==> src/rtl/gf2m_pkg.sv <==
// Shared definitions for the GF(2^M) digit-serial multiplier: op encodings,
// controller states and the digit-count helper.
package gf2m_pkg;

  localparam logic [1:0] OP_MUL = 2'b00;
  localparam logic [1:0] OP_SQR = 2'b01;
  localparam logic [1:0] OP_MAC = 2'b10;

  typedef enum logic [1:0] {
    ST_IDLE = 2'b00,
    ST_CALC = 2'b01,
    ST_DONE = 2'b10
  } state_e;

  function automatic int calc_ndig(input int m, input int d);
    return (m + d - 1) / d;
  endfunction

endpackage

==> src/rtl/gf2m_digit_step.sv <==
// One digit of the MSB-first multiply: acc_o = acc_i*x^D + a_i*digit_i mod f(x),
// evaluated as D chained Horner steps (multiply by x, reduce, conditionally add A).
module gf2m_digit_step #(
  parameter int M     = 16,
  parameter int K2    = 5,
  parameter int K1    = 3,
  parameter int K0    = 2,
  parameter int TRI_K = 0,
  parameter int D     = 4
) (
  input  logic [M-1:0] acc_i,
  input  logic [M-1:0] a_i,
  input  logic [D-1:0] digit_i,
  output logic [M-1:0] acc_o
);

  // Zero taps land on bit 0, which is always set, so ORing them in is harmless.
  function automatic logic [M-1:0] taps_fn();
    logic [M-1:0] t;
    t = '0;
    t[0] = 1'b1;
    if (K2 == 0 && K1 == 0 && K0 == 0) begin
      t = t | (M'(1) << TRI_K);
    end else begin
      t = t | (M'(1) << K0) | (M'(1) << K1) | (M'(1) << K2);
    end
    return t;
  endfunction

  localparam logic [M-1:0] TAPS = taps_fn();

  logic [M-1:0] chain [D+1];

  assign chain[0] = acc_i;

  for (genvar gi = 0; gi < D; gi++) begin : g_bit
    logic [M-1:0] shifted;
    assign shifted       = {chain[gi][M-2:0], 1'b0} ^ (chain[gi][M-1] ? TAPS : '0);
    assign chain[gi + 1] = shifted ^ (digit_i[D-1-gi] ? a_i : '0);
  end

  assign acc_o = chain[D];

endmodule

==> src/rtl/gf2m_digit_serial_mult.sv <==
// Digit-serial GF(2^M) multiplier with MUL/SQR/MAC modes and valid/ready
// handshakes; one digit of B is consumed per cycle, most significant first.
module gf2m_digit_serial_mult
  import gf2m_pkg::*;
#(
  parameter int M     = 16,
  parameter int K2    = 5,
  parameter int K1    = 3,
  parameter int K0    = 2,
  parameter int TRI_K = 0,
  parameter int D     = 4
) (
  input  logic         clk,
  input  logic         rst_n,
  input  logic         in_valid,
  output logic         in_ready,
  input  logic [1:0]   op,
  input  logic [0:M-1] A_in,
  input  logic [0:M-1] B_in,
  input  logic [0:M-1] C_in,
  output logic         out_valid,
  input  logic         out_ready,
  output logic [0:M-1] C_out,
  output logic         busy
);

  localparam int NDIG = calc_ndig(M, D);
  localparam int BW   = NDIG * D;
  localparam int CW   = (NDIG > 1) ? $clog2(NDIG) : 1;

  state_e        state_q, state_d;
  logic [M-1:0]  a_vec, b_vec, c_vec;
  logic [M-1:0]  a_q, c_q, acc_q, res_q, step_acc;
  logic [BW-1:0] b_q;
  logic          mac_q;
  logic [CW-1:0] cnt_q;

  // Ports are declared [0:M-1]; index i is the x^i coefficient on both sides.
  for (genvar gi = 0; gi < M; gi++) begin : g_bitorder
    assign a_vec[gi] = A_in[gi];
    assign b_vec[gi] = B_in[gi];
    assign c_vec[gi] = C_in[gi];
    assign C_out[gi] = res_q[gi];
  end

  gf2m_digit_step #(
    .M(M), .K2(K2), .K1(K1), .K0(K0), .TRI_K(TRI_K), .D(D)
  ) u_step (
    .acc_i  (acc_q),
    .a_i    (a_q),
    .digit_i(b_q[BW-1 -: D]),
    .acc_o  (step_acc)
  );

  always_ff @(posedge clk or negedge rst_n) begin
    if (!rst_n) begin
      state_q <= ST_IDLE;
    end else begin
      state_q <= state_d;
    end
  end

  always_comb begin
    state_d   = state_q;
    in_ready  = 1'b0;
    busy      = 1'b0;
    out_valid = 1'b0;
    case (state_q)
      ST_IDLE: begin
        in_ready = 1'b1;
        if (in_valid) state_d = ST_CALC;
      end
      ST_CALC: begin
        busy = 1'b1;
        if (cnt_q == '0) state_d = ST_DONE;
      end
      ST_DONE: begin
        out_valid = 1'b1;
        if (out_ready) state_d = ST_IDLE;
      end
      default: state_d = ST_IDLE;
    endcase
  end

  // B is zero-extended to whole digits and shifted left so the active digit is always on top.
  always_ff @(posedge clk or negedge rst_n) begin
    if (!rst_n) begin
      a_q   <= '0;
      b_q   <= '0;
      c_q   <= '0;
      mac_q <= 1'b0;
      acc_q <= '0;
      cnt_q <= '0;
      res_q <= '0;
    end else begin
      case (state_q)
        ST_IDLE: begin
          if (in_valid) begin
            a_q   <= a_vec;
            b_q   <= BW'((op == OP_SQR) ? a_vec : b_vec);
            c_q   <= c_vec;
            mac_q <= (op == OP_MAC);
            acc_q <= '0;
            cnt_q <= CW'(NDIG - 1);
          end
        end
        ST_CALC: begin
          acc_q <= step_acc;
          b_q   <= b_q << D;
          cnt_q <= cnt_q - CW'(1);
          if (cnt_q == '0) res_q <= step_acc ^ (mac_q ? c_q : '0);
        end
        default: ;
      endcase
    end
  end

endmodule

==> config.mk <==
export PLATFORM = sky130hd
export DESIGN_NAME = gf2m_digit_serial_mult
export DESIGN_NICKNAME = d
export VERILOG_FILES = /design/src/rtl/gf2m_pkg.sv /design/src/rtl/gf2m_digit_step.sv /design/src/rtl/gf2m_digit_serial_mult.sv
export SDC_FILE = /design/constraint.sdc
export NUM_CORES = 1
export LEC_CHECK = 0
export CAP_MARGIN = 20
export CORE_UTILIZATION = 54
export DETAILED_ROUTE_END_ITERATION = 8
export PLACE_DENSITY_LB_ADDON = 0.25
export SYNTH_ARGS = -nofsm -noshare
export SYNTH_HDL_FRONTEND = slang
export SYNTH_SLANG_ARGS = --single-unit
==> constraint.sdc <==
create_clock -name clk -period 2.3 [get_ports clk]
set_input_delay 0.46 -clock clk [delete_from_list [all_inputs] [get_ports clk]]
set_output_delay 0.46 -clock clk [all_outputs]
set_load 0.05 [all_outputs]
# [Word-level counts from Yosys, hierarchy flattened]
# Index checks and enable logic that the tools add are counted.
[word_totals] ff_bits=85 latchBits=0 ram_bits=0 romBits=0 output_inout_bits=19 mem_count=0
[classes] addsub=1 multipliers=0 div_mod_pow=0 order_cmp=0 eq_ne=7 n_shift=0 mux=23 bitwise=9 reduce_logical=7
[ops] cell="XOR 16 bit" count=9
[ops] cell="2-to-1 mux 16 bit" count=8
[ops] cell="case mux 16 bit (2 select lines)" count=2
[ops] cell="2-to-1 mux 6 bit" count=4
[ops] cell="2-to-1 mux 2 bit" count=4
[ops] cell="!= test 2 bit (second input constant)" count=3
[ops] cell="case mux 2 bit (3 select lines)" count=1
[ops] cell="AND reduction 2 bit" count=3
[ops] cell="equality test 2 x 1 -> 1 bit (second input constant)" count=2
[ops] cell="equality test 2 bit (second input constant)" count=2
[ops] cell="zero test 2 bit" count=2
[ops] cell="case mux 2 bit (2 select lines)" count=1
[ops] cell="2-to-1 mux 1 bit" count=3
[ops] cell="AND reduction 3 bit" count=1
[ops] cell="nonzero test 2 bit" count=1
[ops] cell="subtractor 2 x 1 -> 2 bit (second input constant)" count=1

# [Logic depth before layout (Yosys ltp)]
[logic_depth] word_depth=13 mapped_depth=7

# [Hierarchy]
# A second synthesis with hierarchy kept.
[unflattened] cells_unflattened=532 hier_area_um2=4649.5
[by_module_without_submodules] mod="gf2m_digit_serial_mult" instances=1 cells_per_inst=391 area_per_inst_um2=3659.8
[by_module_without_submodules] mod="gf2m_digit_step" instances=1 cells_per_inst=141 area_per_inst_um2=989.7

# [Worst setup path before layout]
# Ideal clock, no wire load.
[synth_path] path_type="register to register" start="register state_q[1]" end="register b_q[10]" t_arrival_ps=2021 t_required_ps=2165 path_slack_ps=144 stages_incl_launch_ff=8 path_cell_list="dfrtp_1 > nor2_1 > and2_1 > clkbuf_1 > nor2_1 > clkbuf_1 > a22oi_1 > o21ai_0"
[synth_via] elab_chain_len=3
[synth_lines] element="start: declaration" line="gf2m_digit_serial_mult.sv:31" source="state_e state_q, state_d;"
[synth_lines] element="start signal: assignment" line="gf2m_digit_serial_mult.sv:59" source="state_q <= state_d;"
[synth_lines] element="equality test 2 x 1 -> 1 bit or zero test 2 bit (tied branches)" line="gf2m_digit_serial_mult.sv:96" source="case (state_q)"
[synth_lines] element="nonzero test 2 bit (no line) or != test 2 bit (tied branches)"
[synth_lines] element="AND reduction 2 bit (no line)"
[synth_lines] element="end signal: assignment" line="gf2m_digit_serial_mult.sv:100" source="b_q <= BW'((op == OP_SQR) ? a_vec : b_vec);"
[synth_lines] element="end signal: assignment" line="gf2m_digit_serial_mult.sv:109" source="b_q <= b_q << D;"
[synth_lines] element="end: declaration" line="gf2m_digit_serial_mult.sv:34" source="logic [BW-1:0] b_q;"
# Parallel ways exist; a longest one is shown, timed or not.
# A chain may end at the register's enable or synchronous reset.

# [Final worst setup path]
[layout_path] start="register state_q[0]" end="output out_valid"
[layout_via] elab_chain_len=2
[layout_lines] element="equality test 2 bit" line="gf2m_digit_serial_mult.sv:68" source="case (state_q)"
[layout_lines] element="2-to-1 mux 1 bit" line="gf2m_digit_serial_mult.sv:68"
[layout_lines] element="end: declaration" line="gf2m_digit_serial_mult.sv:21" source="output logic out_valid,"
# Every way passes these cells.

==> results.cfg <==
[clock_network]
cts_buffers = 9
clk_pin_slew_worst_paths_ps = 90
htreeDepth = 3
cts_sinks = 85
root_buffer = clkbuf_8
clockBufferDepth = 2
cts_tree = yes
clk_latency_ps = 360
postCtsSetupBuffers = 0

[place]
dp_hpwl_um = 8080
portBuffers = 72
place_congestion = 0.954

[timing]
drv_slew = 0
max-slew-margin-rel = 0.437
rsz0062_at_grt = no
fmax_mhz = 448
min_period_ps = 2230
fin_crit_sh = 0.970
tightest_slew_ps = 841
setup_viol = 0
setup_tns_ps = 0
fin_worst_skew_ps = 10.6
hold_viol = 0

[routing]
vias = 3760
wl_met2_um = 5590
drt-total-wl_um = 11200
wl_per_cell_um = 16.5
viasPerCell = 5.54
met1_length_um = 4650
drt_iter0_drc = 326
drc = 0
antenna_left = 0
wl_met3_um = 719
firstDrtPassIters = 5
highest_layer = met4

[finish]
mostFrequentLayoutCells = 193 x nand2_1, 85 x dfrtp_1, 69 x clkdlybuf4s50_1, 48 x o21ai_0, 44 x xnor2_1
area_growth_pct = 22.5
fin_nets = 624
diodes = 0
drive_gt1_frac = 0.0662
layout_commonest_cell = nand2_1

[grt]
overflow = 0
grt_usage = 0.276
grt_pass1_wl_um = 18700
grt_pass1_vias = 3785
grt_max_degree = 48
antenna_found_initial = 0

[critical_path]
start_kind = register
critPathKind = register to output pin
crit_path_end_kind = output pin
cp_data_arrival_time_ps = 1770
cp.required_ps = 1840
critPathMaxFanout = 3

[pwr]
p_total_w = 0.0107
max-vdd-ir-drop_uv = 952
p_leak_nw = 2.76
p_per_area_mw_per_mm2 = 1860

[synthesis]
synth_seq_cells = 85
synthSimpleGateAreaFrac = 0.187
syn-num-nets = 560
synthMuxAreaShare = 0.0339
yosys_warnings = 0
syn_area_per_cell_um2 = 9.35
synthCells = 505
synthXorXnorAreaFrac = 0.217
yosysSeqAreaShare = 0.450
synth_top_family_by_area = XOR/XNOR gates
synthAdderAreaFrac = 0.00265
synth_cell_types = 28
syn_area_mm2 = 0.00472
synth-compound-area-share = 0.0763

[die]
io_pins = 73
num_rows = 33
die_area_mm2 = 0.00913
die_width_um = 95.5
coreArea_mm2 = 0.00834
start_util = 0.566
die_h_um = 95.5

[job]
maxCapViolCount = 0

[worst_hold_path]
hold_class = input port to asynchronous set/reset pin

[outcome]
status = finished clean
-- cell usage after synthesis --
master	count	share of area
nand2_1	194	0.15
dfrtp_1	85	0.45
o21ai_0	48	0.051
xnor2_1	44	0.082
clkbuf_1	24	0.019
nand3_1	20	0.021
xnor3_1	19	0.091
mux2i_1	16	0.034
a22oi_1	12	0.019
buf_2	6	0.0064
xor2_1	6	0.011
o21ai_1	5	0.0053
inv_1	3	0.0024
nand2b_1	3	0.0040
xor3_1	3	0.015
buf_1	2	0.0016
nor2_1	2	0.0016
xnor2_2	2	0.0069
xor2_2	2	0.0069
a21oi_1	1	0.0011
and2_1	1	0.0013
buf_6	1	0.0024
clkinv_1	1	0.00079
ha_1	1	0.0026
nand2_4	1	0.0024
nor2b_1	1	0.0013
nor3_1	1	0.0011
xnor3_2	1	0.0050
-- final cells by class --
class / instances / area, µm²
fill: 647 / 2560
multi-input combinational: 383 / 2450
sequential: 85 / 2130
timing repair buffer: 86 / 848
clock buffer: 11 / 131
tap: 105 / 131
clock inverter: 5 / 83.8
inverter: 4 / 15.0
-- path summary, 6_finish.rpt --
path / start / end / slack, ps / cells after the start
setup / recovery: state_q[0] / out_valid / 70 / 3
hold / removal: rst_n / a_q[6] / 100 / 1
setup reg to reg: b_q[14] / res_q[2] / 190 / 5
hold reg to reg: c_q[9] / c_q[9] / 480 / 2
max in group asynchronous: rst_n / c_q[15] / 1580 / 2
min in group clk: c_q[9] / c_q[9] / 480 / 2
-- repair_timing --
| action | 4_1_cts | 5_1_grt |
|---|---|---|
| resized for setup | 0 | 1 |
| hold buffers | 0 | 0 |
| endpoints found under the setup margin | 0 | 1 |
-- cell families after synthesis --
| group | count (synthesis) |
|---|---|
| compound gates | 66 |
| fa+ha+maj | 1 |
| mux | 16 |
| simple gates | 223 |
| buf+inv | 37 |
| flops | 85 |
| xor+xnor | 77 |
-- through the flow --
| step | util | instances | instance area [µm²] | hold slack, ps | setup slack, ps |
|---|---|---|---|---|---|
| floorplan | - | 505 | 4720 | 164 | 144 |
| global placement | 0.667 | 663 | 5570 | 458 | 269 |
| detailed placement | 0.667 | 663 | 5570 | 464 | 220 |
| CTS | 0.693 | 679 | 5780 | 133 | 37.7 |
| global route | 0.694 | 679 | 5780 | 146 | 24.4 |
| finish | 0.694 | 679 | 5780 | 102 | 68.1 |
-- registers in the layout, summed over array words and instances (netlist names) --
signal	flops
c_q	16
state_q	2
a_q	16
b_q	16
res_q	16
acc_q	16
cnt_q	2
mac_q	1
-- per-layer routing --
metal	vias to the layer above	global-route usage
li1	1758	-
met1	1844	0.360
met2	133	0.463
met3	25	0.0502
met4	0	0.0945
met5	-	0
-- power breakdown --
part	leakage (nW)	total, W	switching (W)	internal [W]
Combinational	1.60	0.00659	0.00333	0.00325
Clock	0.100	0.00118	0.000565	0.000617
Sequential	1.06	0.00297	0.000731	0.00223
-- critical path, stage by stage, from the launching register on --
cell	delay, ps
dfrtp_1	400
nand2b_1	160
inv_1	50
clkdlybuf4s50_1	790
Note: power is estimated with default switching activity, not from simulation.
==> RTL edit (same settings) <==
Encoding of `state_e`: now one-hot (3 bits for 3 states).
--- a/src/rtl/gf2m_pkg.sv
+++ b/src/rtl/gf2m_pkg.sv
@@ -8,6 +8,6 @@
 
-  typedef enum logic [1:0] {
-    ST_IDLE = 2'b00,
-    ST_CALC = 2'b01,
-    ST_DONE = 2'b10
+  typedef enum logic [2:0] {
+    ST_IDLE = 3'b001,
+    ST_CALC = 3'b010,
+    ST_DONE = 3'b100
   } state_e;
Function: same outputs for any inputs over 4 cycles, from zero or initial values and one cycle with rst_n low; so few cycles prove little.
==> RTL edit against the original RTL <==
Via count decreased by 8.8%. Routed wire length decreased by 8.0%. Final area increased by 2.0%. Die area increased by 1.6%. Sequential cell count increased by 1. Power decreased by 4.0%. Setup slack improved by 0.10 ns. Area after synthesis increased by 1.6%. Final cell count decreased by 5.6%. Highest routed layer unchanged.
==> RTL edit: results (changes against the original RTL) <==
Worst setup path
  • Largest delay share family, worst path: XOR/XNOR gates (was buffers and inverters)
  • Worst path max stage delay: 0.55 ns (was 0.79 ns)
  • Worst setup path start: b_q[15] (was state_q[0])
  • Crit-path slowest cell: dfrtp_1 (was clkdlybuf4s50_1)
  • CP max FO: 11 (was 3)
  • RR Endpoint: acc_q[3] (was res_q[2])

Drt
  • Detailed Route Iter0 Violations: 125 (was 326)
  • First-pass DRT Iterations: 4 (was 5)

Global route
  • GRT Overall Usage: 25.2% (was 27.6%)
  • Largest net degree at the start of global routing: 70 (was 48)

Yosys
  • Mapped Avg Cell Area: 10.5 sq um (was 9.35 sq um)
  • Mux contribution to synthesized area: 10.8% (was 3.39%)
  • Syn nets: 510 (was 560)
  • Dominant cells by area after synthesis: dfrtp_1 44%, nand2_1 9.8%, xnor3_1 9.4% (was dfrtp_1 45%, nand2_1 15%, xnor3_1 9.1%)
  • Commonest cells in the netlist: 125 x nand2_1, 85 x dfrtp_1, 44 x o21ai_0 (was 194 x nand2_1, 85 x dfrtp_1, 48 x o21ai_0)
  • Compound-cell area share of the yosys netlist: 8.21% (was 7.63%)

Power
  • Pint: 6.14 mW (was 6.10 mW)
  • VDD IR-drop max: 0.820 mV (was 0.952 mV)
  • Leakage: 2.69 nW (was 2.76 nW)
  • Clock power share: 9.4% (was 11.0%)

Place
  • Post-DP Area: 5710 sq um (was 5570 sq um)
  • Dpl hpwl: 7730 microns (was 8080 microns)
  • Routability congestion estimate: 0.826 (was 0.954)

Status
  • Status: completed (unchanged)

STA
  • Clk_skew: 0.0154 ns (was 0.0106 ns)

Final layout
  • Post-route insts no fill: 641 (was 679)
## RTL edit: changes by cell type in the layout (fill, tap and decap cells not counted), moves of 12 or more
cell,before,now
a22o_1,0,12
mux2_2,0,32
nand2_1,193,125
nand3_1,20,0
xnor2_1,44,29
xor2_1,6,26
## RTL edit: worst register-to-register path: cells and delay by family (launching register included)
| family | cells | cell delay [ns] |
|---|---|---|
| XOR/XNOR | 3 | 1.15 |
| flip-flops | 1 | 0.55 |
| AO/OA/AOI/OAI | 1 | 0.23 |
| AND/OR/NAND/NOR | 1 | 0.10 |
## RTL edit: repair_timing
| action | CTS | global route |
|---|---|---|
| hold buffers | 0 | 0 |
| resized for setup | 0 | 1 |
| buffers inserted | 0 | 0 |
| endpoints found under the setup margin | 0 | 1 |
## RTL edit: final cells by class
cell class | instances | area share (%)
clock buffer | 11 | 2.23
clock inverter | 5 | 0.742
inverter | 5 | 0.318
multi-input combinational | 335 | 42.5
sequential | 86 | 36.5
tap | 108 | 2.29
timing repair buffer | 91 | 15.4
